==> src/rtl/arb_pkg.sv <==
// rtl/arb_pkg.sv - shared constants and state encoding for the rx frame path
// Purpose: byte markers, price width, default timeout and sequencer state enum.
// Ports: none (package).
package arb_pkg;

    localparam logic [7:0] HDR_BYTE        = 8'hAA;
    localparam logic [7:0] FTR_BYTE        = 8'h55;
    localparam int         PRICE_W         = 16;
    localparam int         DEFAULT_TIMEOUT = 156250;

    typedef enum logic [2:0] {
        HUNT = 3'd0,
        A_HI = 3'd1,
        A_LO = 3'd2,
        B_HI = 3'd3,
        B_LO = 3'd4,
        FTR  = 3'd5
    } seq_state_t;

endpackage

==> src/rtl/sat_counter.sv <==
// rtl/sat_counter.sv - saturating up counter
// Purpose: counts inc strobes, sticks at all-ones instead of wrapping.
// Ports: clk, rst (sync active-high), inc (count enable), count (W-bit value).
module sat_counter #(
    parameter int W = 16
) (
    input  logic         clk,
    input  logic         rst,
    input  logic         inc,
    output logic [W-1:0] count
);

    always_ff @(posedge clk) begin
        if (rst) begin
            count <= '0;
        end else if (inc && (count != '1)) begin
            count <= count + 1'b1;
        end
    end

endmodule

==> src/rtl/rx_frame_sequencer.sv <==
// rtl/rx_frame_sequencer.sv - UART byte stream to price-pair commit sequencer
// Purpose: hunts 0xAA header, assembles big-endian prices A and B, checks the
//          0x55 footer, commits both prices in one strobe, aborts on timeout,
//          framing error or bad footer, keeps saturating health counters.
// Ports: clk, rst (sync active-high); rx_valid/rx_data/rx_ferr byte input;
//        engine_ready back-pressure; frame_valid/price_a/price_b commit;
//        in_frame, err_pulse status; cnt_ok/cnt_bad/cnt_drop counters.
module rx_frame_sequencer
    import arb_pkg::*;
#(
    parameter int TIMEOUT_CYCLES = DEFAULT_TIMEOUT,
    parameter int CNT_W          = 16
) (
    input  logic               clk,
    input  logic               rst,
    input  logic               rx_valid,
    input  logic [7:0]         rx_data,
    input  logic               rx_ferr,
    input  logic               engine_ready,
    output logic               frame_valid,
    output logic [PRICE_W-1:0] price_a,
    output logic [PRICE_W-1:0] price_b,
    output logic               in_frame,
    output logic               err_pulse,
    output logic [CNT_W-1:0]   cnt_ok,
    output logic [CNT_W-1:0]   cnt_bad,
    output logic [CNT_W-1:0]   cnt_drop
);

    // One extra count of headroom so the timer can hold TIMEOUT_CYCLES for the
    // single cycle between a timeout abort and re-entering HUNT.
    localparam int            TW         = $clog2(TIMEOUT_CYCLES + 1);
    localparam logic [TW-1:0] TIMER_LAST = TW'(TIMEOUT_CYCLES - 1);

    seq_state_t         state;
    seq_state_t         nxt;
    logic [PRICE_W-1:0] shadow_a;
    logic [PRICE_W-1:0] shadow_b;
    logic [TW-1:0]      timer;
    logic               abort;
    logic               commit;
    logic               drop;

    always_comb begin
        nxt    = state;
        abort  = 1'b0;
        commit = 1'b0;
        drop   = 1'b0;
        if (state != HUNT) begin
            if (rx_valid) begin
                // A byte always beats a simultaneous timer expiry.
                if (rx_ferr) begin
                    abort = 1'b1;
                    nxt   = HUNT;
                end else begin
                    case (state)
                        A_HI: nxt = A_LO;
                        A_LO: nxt = B_HI;
                        B_HI: nxt = B_LO;
                        B_LO: nxt = FTR;
                        FTR: begin
                            if (rx_data == FTR_BYTE) begin
                                nxt = HUNT;
                                if (engine_ready) commit = 1'b1;
                                else              drop   = 1'b1;
                            end else if (rx_data == HDR_BYTE) begin
                                // Treat the stray header as the start of a new frame.
                                abort = 1'b1;
                                nxt   = A_HI;
                            end else begin
                                abort = 1'b1;
                                nxt   = HUNT;
                            end
                        end
                        default: nxt = HUNT;
                    endcase
                end
            end else if (timer == TIMER_LAST) begin
                abort = 1'b1;
                nxt   = HUNT;
            end
        end else if (rx_valid && !rx_ferr && (rx_data == HDR_BYTE)) begin
            nxt = A_HI;
        end
    end

    always_ff @(posedge clk) begin
        if (rst) begin
            state       <= HUNT;
            in_frame    <= 1'b0;
            frame_valid <= 1'b0;
            err_pulse   <= 1'b0;
            price_a     <= '0;
            price_b     <= '0;
            shadow_a    <= '0;
            shadow_b    <= '0;
            timer       <= '0;
        end else begin
            state       <= nxt;
            in_frame    <= (nxt != HUNT);
            frame_valid <= commit;
            err_pulse   <= abort;
            timer       <= ((state == HUNT) || rx_valid) ? '0 : timer + 1'b1;
            if (rx_valid && !rx_ferr) begin
                case (state)
                    A_HI:    shadow_a[15:8] <= rx_data;
                    A_LO:    shadow_a[7:0]  <= rx_data;
                    B_HI:    shadow_b[15:8] <= rx_data;
                    B_LO:    shadow_b[7:0]  <= rx_data;
                    default: ;
                endcase
            end
            if (commit) begin
                price_a <= shadow_a;
                price_b <= shadow_b;
            end
        end
    end

    sat_counter #(.W(CNT_W)) u_cnt_ok (
        .clk   (clk),
        .rst   (rst),
        .inc   (commit),
        .count (cnt_ok)
    );

    sat_counter #(.W(CNT_W)) u_cnt_bad (
        .clk   (clk),
        .rst   (rst),
        .inc   (abort),
        .count (cnt_bad)
    );

    sat_counter #(.W(CNT_W)) u_cnt_drop (
        .clk   (clk),
        .rst   (rst),
        .inc   (drop),
        .count (cnt_drop)
    );

endmodule

==> config.mk <==
export PLATFORM = sky130hd
export DESIGN_NAME = rx_frame_sequencer
export DESIGN_NICKNAME = d
export VERILOG_FILES = /design/src/rtl/arb_pkg.sv /design/src/rtl/sat_counter.sv /design/src/rtl/rx_frame_sequencer.sv
export SDC_FILE = /design/constraint.sdc
export NUM_CORES = 1
export LEC_CHECK = 0
export CAP_MARGIN = 20
export CELL_PAD_IN_SITES_DETAIL_PLACEMENT = 1
export CELL_PAD_IN_SITES_GLOBAL_PLACEMENT = 1
export CORE_ASPECT_RATIO = 0.5
export CORE_MARGIN = 4
export CORE_UTILIZATION = 40
export DETAILED_ROUTE_END_ITERATION = 6
export PLACE_DENSITY_LB_ADDON = 0.1
export SLEW_MARGIN = 0
export SYNTH_ARGS = -nofsm -noshare
export SYNTH_HDL_FRONTEND = slang
export SYNTH_HIERARCHICAL = 1
export SYNTH_SLANG_ARGS = --single-unit
==> constraint.sdc <==
create_clock -name clk -period 3.1 [get_ports clk]
set_input_delay 0.62 -clock clk [delete_from_list [all_inputs] [get_ports clk]]
set_output_delay 0.62 -clock clk [all_outputs]
set_load 0.05 [all_outputs]
==> results of run 1 <==
[synth_stat cells (4+ instances only)]
master	count
or3_1	15
dfxtp_1	136
o31ai_1	19
xnor2_1	13
nand3_1	57
nor3_1	18
and4bb_2	5
nor4_1	8
or4_1	23
mux2i_1	36
nor2b_1	8
a21oi_1	69
a31oi_1	5
nor4bb_1	4
ha_1	5
and4_1	10
inv_1	19
nand2_1	28
nand4_1	13
buf_2	8
o21ai_0	51
clkbuf_1	28
and3_1	4
o21a_1	4
nor2_1	67
[routing by layer]
layer | vias up | routed length, µm | global-route usage
met2 | 125 | 8280 | 0.350
met3 | 18 | 719 | 0.0545
met5 | - | 0 | 0
met1 | 2798 | 8220 | 0.252
li1 | 2763 | - | -
met4 | 0 | 216 | 0.0730
[what timing repair did]
action                                  CTS  global route
endpoints found under the setup margin    0             8
gates resized for setup                   0             2
hold buffers                              0             0
buffers inserted                          0             0
[tightest hold or removal path, stage by stage (launching register included)]
cell     delay [ns]
dfxtp_1        0.31
nand2_1        0.05
mux2i_1        0.05
[power by group]
| group | total, µW | internal [µW] | switching, µW |
|---|---|---|---|
| logic | 102 | 33.5 | 68.0 |
| registers | 1750 | 1750 | 0.721 |
| clock network | 2240 | 1440 | 802 |
| total | 4090 | 3220 | 870 |
[logic make-up after synthesis]
logic type | Yosys count | share of synthesized area
flops | 136 | 0.448
mux | 39 | 0.0648
simple gates | 282 | 0.272
buf+inv | 58 | 0.0375
xor+xnor | 15 | 0.0216
compound gates | 158 | 0.146
fa+ha+maj | 5 | 0.0103
[stage by stage]
stage | power [µW] | setup slack [ns] | utilization | TNS [ns] | hold slack [ns]
CTS | 4140 | 0.0813 | 0.548 | 0 | 0.475
global placement | 1890 | -0.106 | 0.504 | -0.169 | 0.457
global route | 4230 | 0.0547 | 0.549 | 0 | 0.500
detailed placement | 1890 | -0.139 | 0.504 | -0.376 | 0.467
finish | 4090 | 0.268 | 0.549 | 0 | 0.469
floorplan | 1830 | 0.501 | - | 0 | 0.441
[worst min path at each step]
stage	from	to	slack, ns	cells past startpoint
after floorplan	timer[17]$_SDFF_PP0_	timer[17]$_SDFF_PP0_	0.44	2
after global placement	timer[17]$_SDFF_PP0_	timer[17]$_SDFF_PP0_	0.46	2
after detailed placement	shadow_b[15]$_SDFFE_PP0P_	price_b[15]$_SDFFE_PP0P_	0.47	2
after CTS	price_a[10]$_SDFFE_PP0P_	price_a[10]$_SDFFE_PP0P_	0.48	2
after global routing	shadow_a[12]$_SDFFE_PP0P_	price_a[12]$_SDFFE_PP0P_	0.50	2
final	timer[17]$_SDFF_PP0_	timer[17]$_SDFF_PP0_	0.47	2
[flip-flops by register name (all words and copies together), names as in the netlist]
name	count
price_a	16
shadow_a	16
shadow_b	16
u_cnt_ok/count	16
in_frame	1
u_cnt_bad/count	16
state	3
frame_valid	1
timer	18
price_b	16
u_cnt_drop/count	16
err_pulse	1
[cell type report]
class,instances,share of cell area
clock inverters,13,0.0267
multi-input cells,499,0.390
flip-flops and latches,136,0.338
repair buffers,128,0.152
clock buffers,19,0.0538
inverters,19,0.00886
well taps,198,0.0308
==> results.rst, run 1 <==
.. list-table::
   :header-rows: 1

   * - Metric
     - Value
   * - Outcome
     - completed
   * - Max Cap Viol
     - 0
   * - Post-synthesis to final-layout area growth
     - 32.4%
   * - Post-synthesis net count
     - 711
   * - Setup clock skew after layout
     - approximately 0.011 ns
   * - Clock slew at reported path FFs
     - 0.06 ns
   * - Clock tree from TritonCTS
     - built
   * - Effective utilization at floorplan
     - 0.415
   * - Startpoint of the lowest-slack register-to-register path
     - timer[0]$_SDFF_PP0_
   * - Highest-delay cell along the critical path
     - dfxtp_1
   * - Post-synthesis register bit count
     - 136
   * - Initial antenna violation count
     - 0
   * - FMAX
     - around 350 MHz
   * - Core footprint
     - 14700 µm²
   * - Max clock buf depth
     - 2
   * - Via count of the first global-routing pass
     - between 5k and 6k
   * - CP Capture Type
     - flip-flop
   * - Max FO, Critical Path
     - 9
   * - Count of flip-flops with a built-in enable after synthesis
     - 0
   * - Clock tree root buffer cell
     - clkbuf_16
   * - CP most frequent cell
     - nor4bb_1
   * - Logic depth of the worst path, buffers included
     - 9
   * - Antenna diode count
     - 0
   * - Worst Path Arrival
     - 3.14 ns
   * - Warnings, synthesis
     - 6
   * - First-pass GRT wire length
     - 28800 µm
   * - Instance area at placement
     - 7390 µm²
   * - Count of placed standard cells including taps
     - slightly below 1k
   * - Number of nets in the layout
     - about 820
   * - Fin crit period
     - 2.83 ns
   * - Aggregate global-route resource usage
     - 0.205
   * - Routed wire length
     - 17400 µm
   * - DRT iter0 DRCs
     - 267
   * - Detailed-routing iteration count for the pre-antenna-repair pass
     - 4
   * - Final-layout fill cell count
     - 1675
   * - Total DRC errors in the routed layout
     - 0
   * - Pin slew with the least headroom to its limit
     - 0.848 ns
   * - Maximum resistive drop on vdd
     - 0.359 mV
   * - H-tree depth
     - 4
   * - Height of the die
     - roughly 95 µm
   * - Routed Antenna Nets
     - 0
   * - Final worst path period share
     - 0.914
   * - Number of top-level design ports
     - 96
   * - Cts bufs inserted
     - 17
   * - Fraction of layout cells with a size suffix above 1
     - 0.107
   * - Critical register-to-register path endpoint
     - u_cnt_bad/count[11]$_SDFFE_PP0P_
   * - Setup violators final
     - 0
   * - GPL Wtd Cong
     - 0.835
   * - Cell taking the most area after synthesis
     - dfxtp_1
   * - Seq/Total Area, Yosys
     - 0.448
   * - Path category of the worst min-delay check
     - reg -> reg
   * - Cells after synthesis
     - 693
   * - CTS sink count
     - 136
   * - Vias
     - 5704
   * - Leakage Power
     - 0.00274 µW
   * - Largest delay share family, worst path
     - simple AND/OR/NAND/NOR gates
   * - Design area
     - between 8000 and 9000 µm²
   * - Number of buffers inserted by port buffering
     - 95
   * - Crit Path Class
     - reg -> reg
   * - Mean routed wirelength per cell
     - about 17 µm
   * - Data required time at the worst endpoint
     - 3.41 ns
   * - Setup repair after global routing missed its margin
     - false
   * - Count of unique library cells instantiated by Yosys
     - 45
   * - Largest net degree at the start of global routing
     - 64
   * - Dpl hpwl
     - between 10000 and 15000 µm
   * - FF-to-FF setup slack
     - roughly 0.27 ns
   * - CP Buf/Inv Count
     - 1
   * - FP Rows
     - 31
   * - Primary FF master, synth
     - dfxtp_1
   * - Final number of max-transition violations
     - 0
   * - Delay contributed by the slowest stage of the critical path
     - around 0.4 ns
   * - Total congestion overflow after global routing
     - 0
   * - Die span in x
     - between 150 and 200 µm
   * - Worst R2R Path Depth
     - 9
   * - Die Area
     - 17400 µm²
   * - Fraction of registers with async set or reset after synthesis
     - 0
   * - Power density over the cells
     - 508 nW/µm²
   * - Cell area after technology mapping
     - a little over 6000 µm²
   * - Area of all sequential standard cells
     - 2720 µm²
   * - Post-detailed-route via-to-cell ratio
     - 5.64
   * - Non-filler instance count after layout
     - approximately 1.0k
   * - Highest-count cells in the layout ignoring fill and taps
     - dfxtp_1, clkdlybuf4s50_1, a21oi_1
   * - Worst max-slew margin expressed relative to the limit
     - 0.431
   * - Hold Violations, Final
     - 0
   * - Critical path capture point
     - u_cnt_bad/count[11]$_SDFFE_PP0P_
   * - Clock insertion delay at the later pin of the skew report
     - between 0.4 and 0.5 ns
   * - CP cell instances
     - ha_1 -> nor4bb_1 -> nand3_1 -> o31a_1 -> nor3_2 -> buf_4 -> nand2_2 -> nor4bb_1 -> mux2_2
   * - Average cell area after synthesis
     - 8.77 µm²
   * - Most common library cell in the layout ignoring fill and taps
     - dfxtp_1
   * - Share of the synthesized area in the top cell type
     - 0.448
   * - Startpoint class of the critical path
     - flip-flop
   * - Most area-consuming cells after synthesis
     - dfxtp_1, mux2i_1, a21oi_1
   * - First element of the critical path
     - timer[0]$_SDFF_PP0_
   * - Footprint of the multi-input gates
     - approximately 3100 µm²
Power figures use the tool's default switching activity.
==> run 2: changes to the inputs <==
--- a/config.mk
+++ b/config.mk
@@ -12,6 +12,7 @@
 export CORE_MARGIN = 4
 export CORE_UTILIZATION = 40
 export DETAILED_ROUTE_END_ITERATION = 6
+export GPL_ROUTABILITY_DRIVEN = 0
 export PLACE_DENSITY_LB_ADDON = 0.1
 export SLEW_MARGIN = 0
 export SYNTH_ARGS = -nofsm -noshare
==> results of run 2 <==
No change in the layout: final DEF, timing and power equal those of run 1.
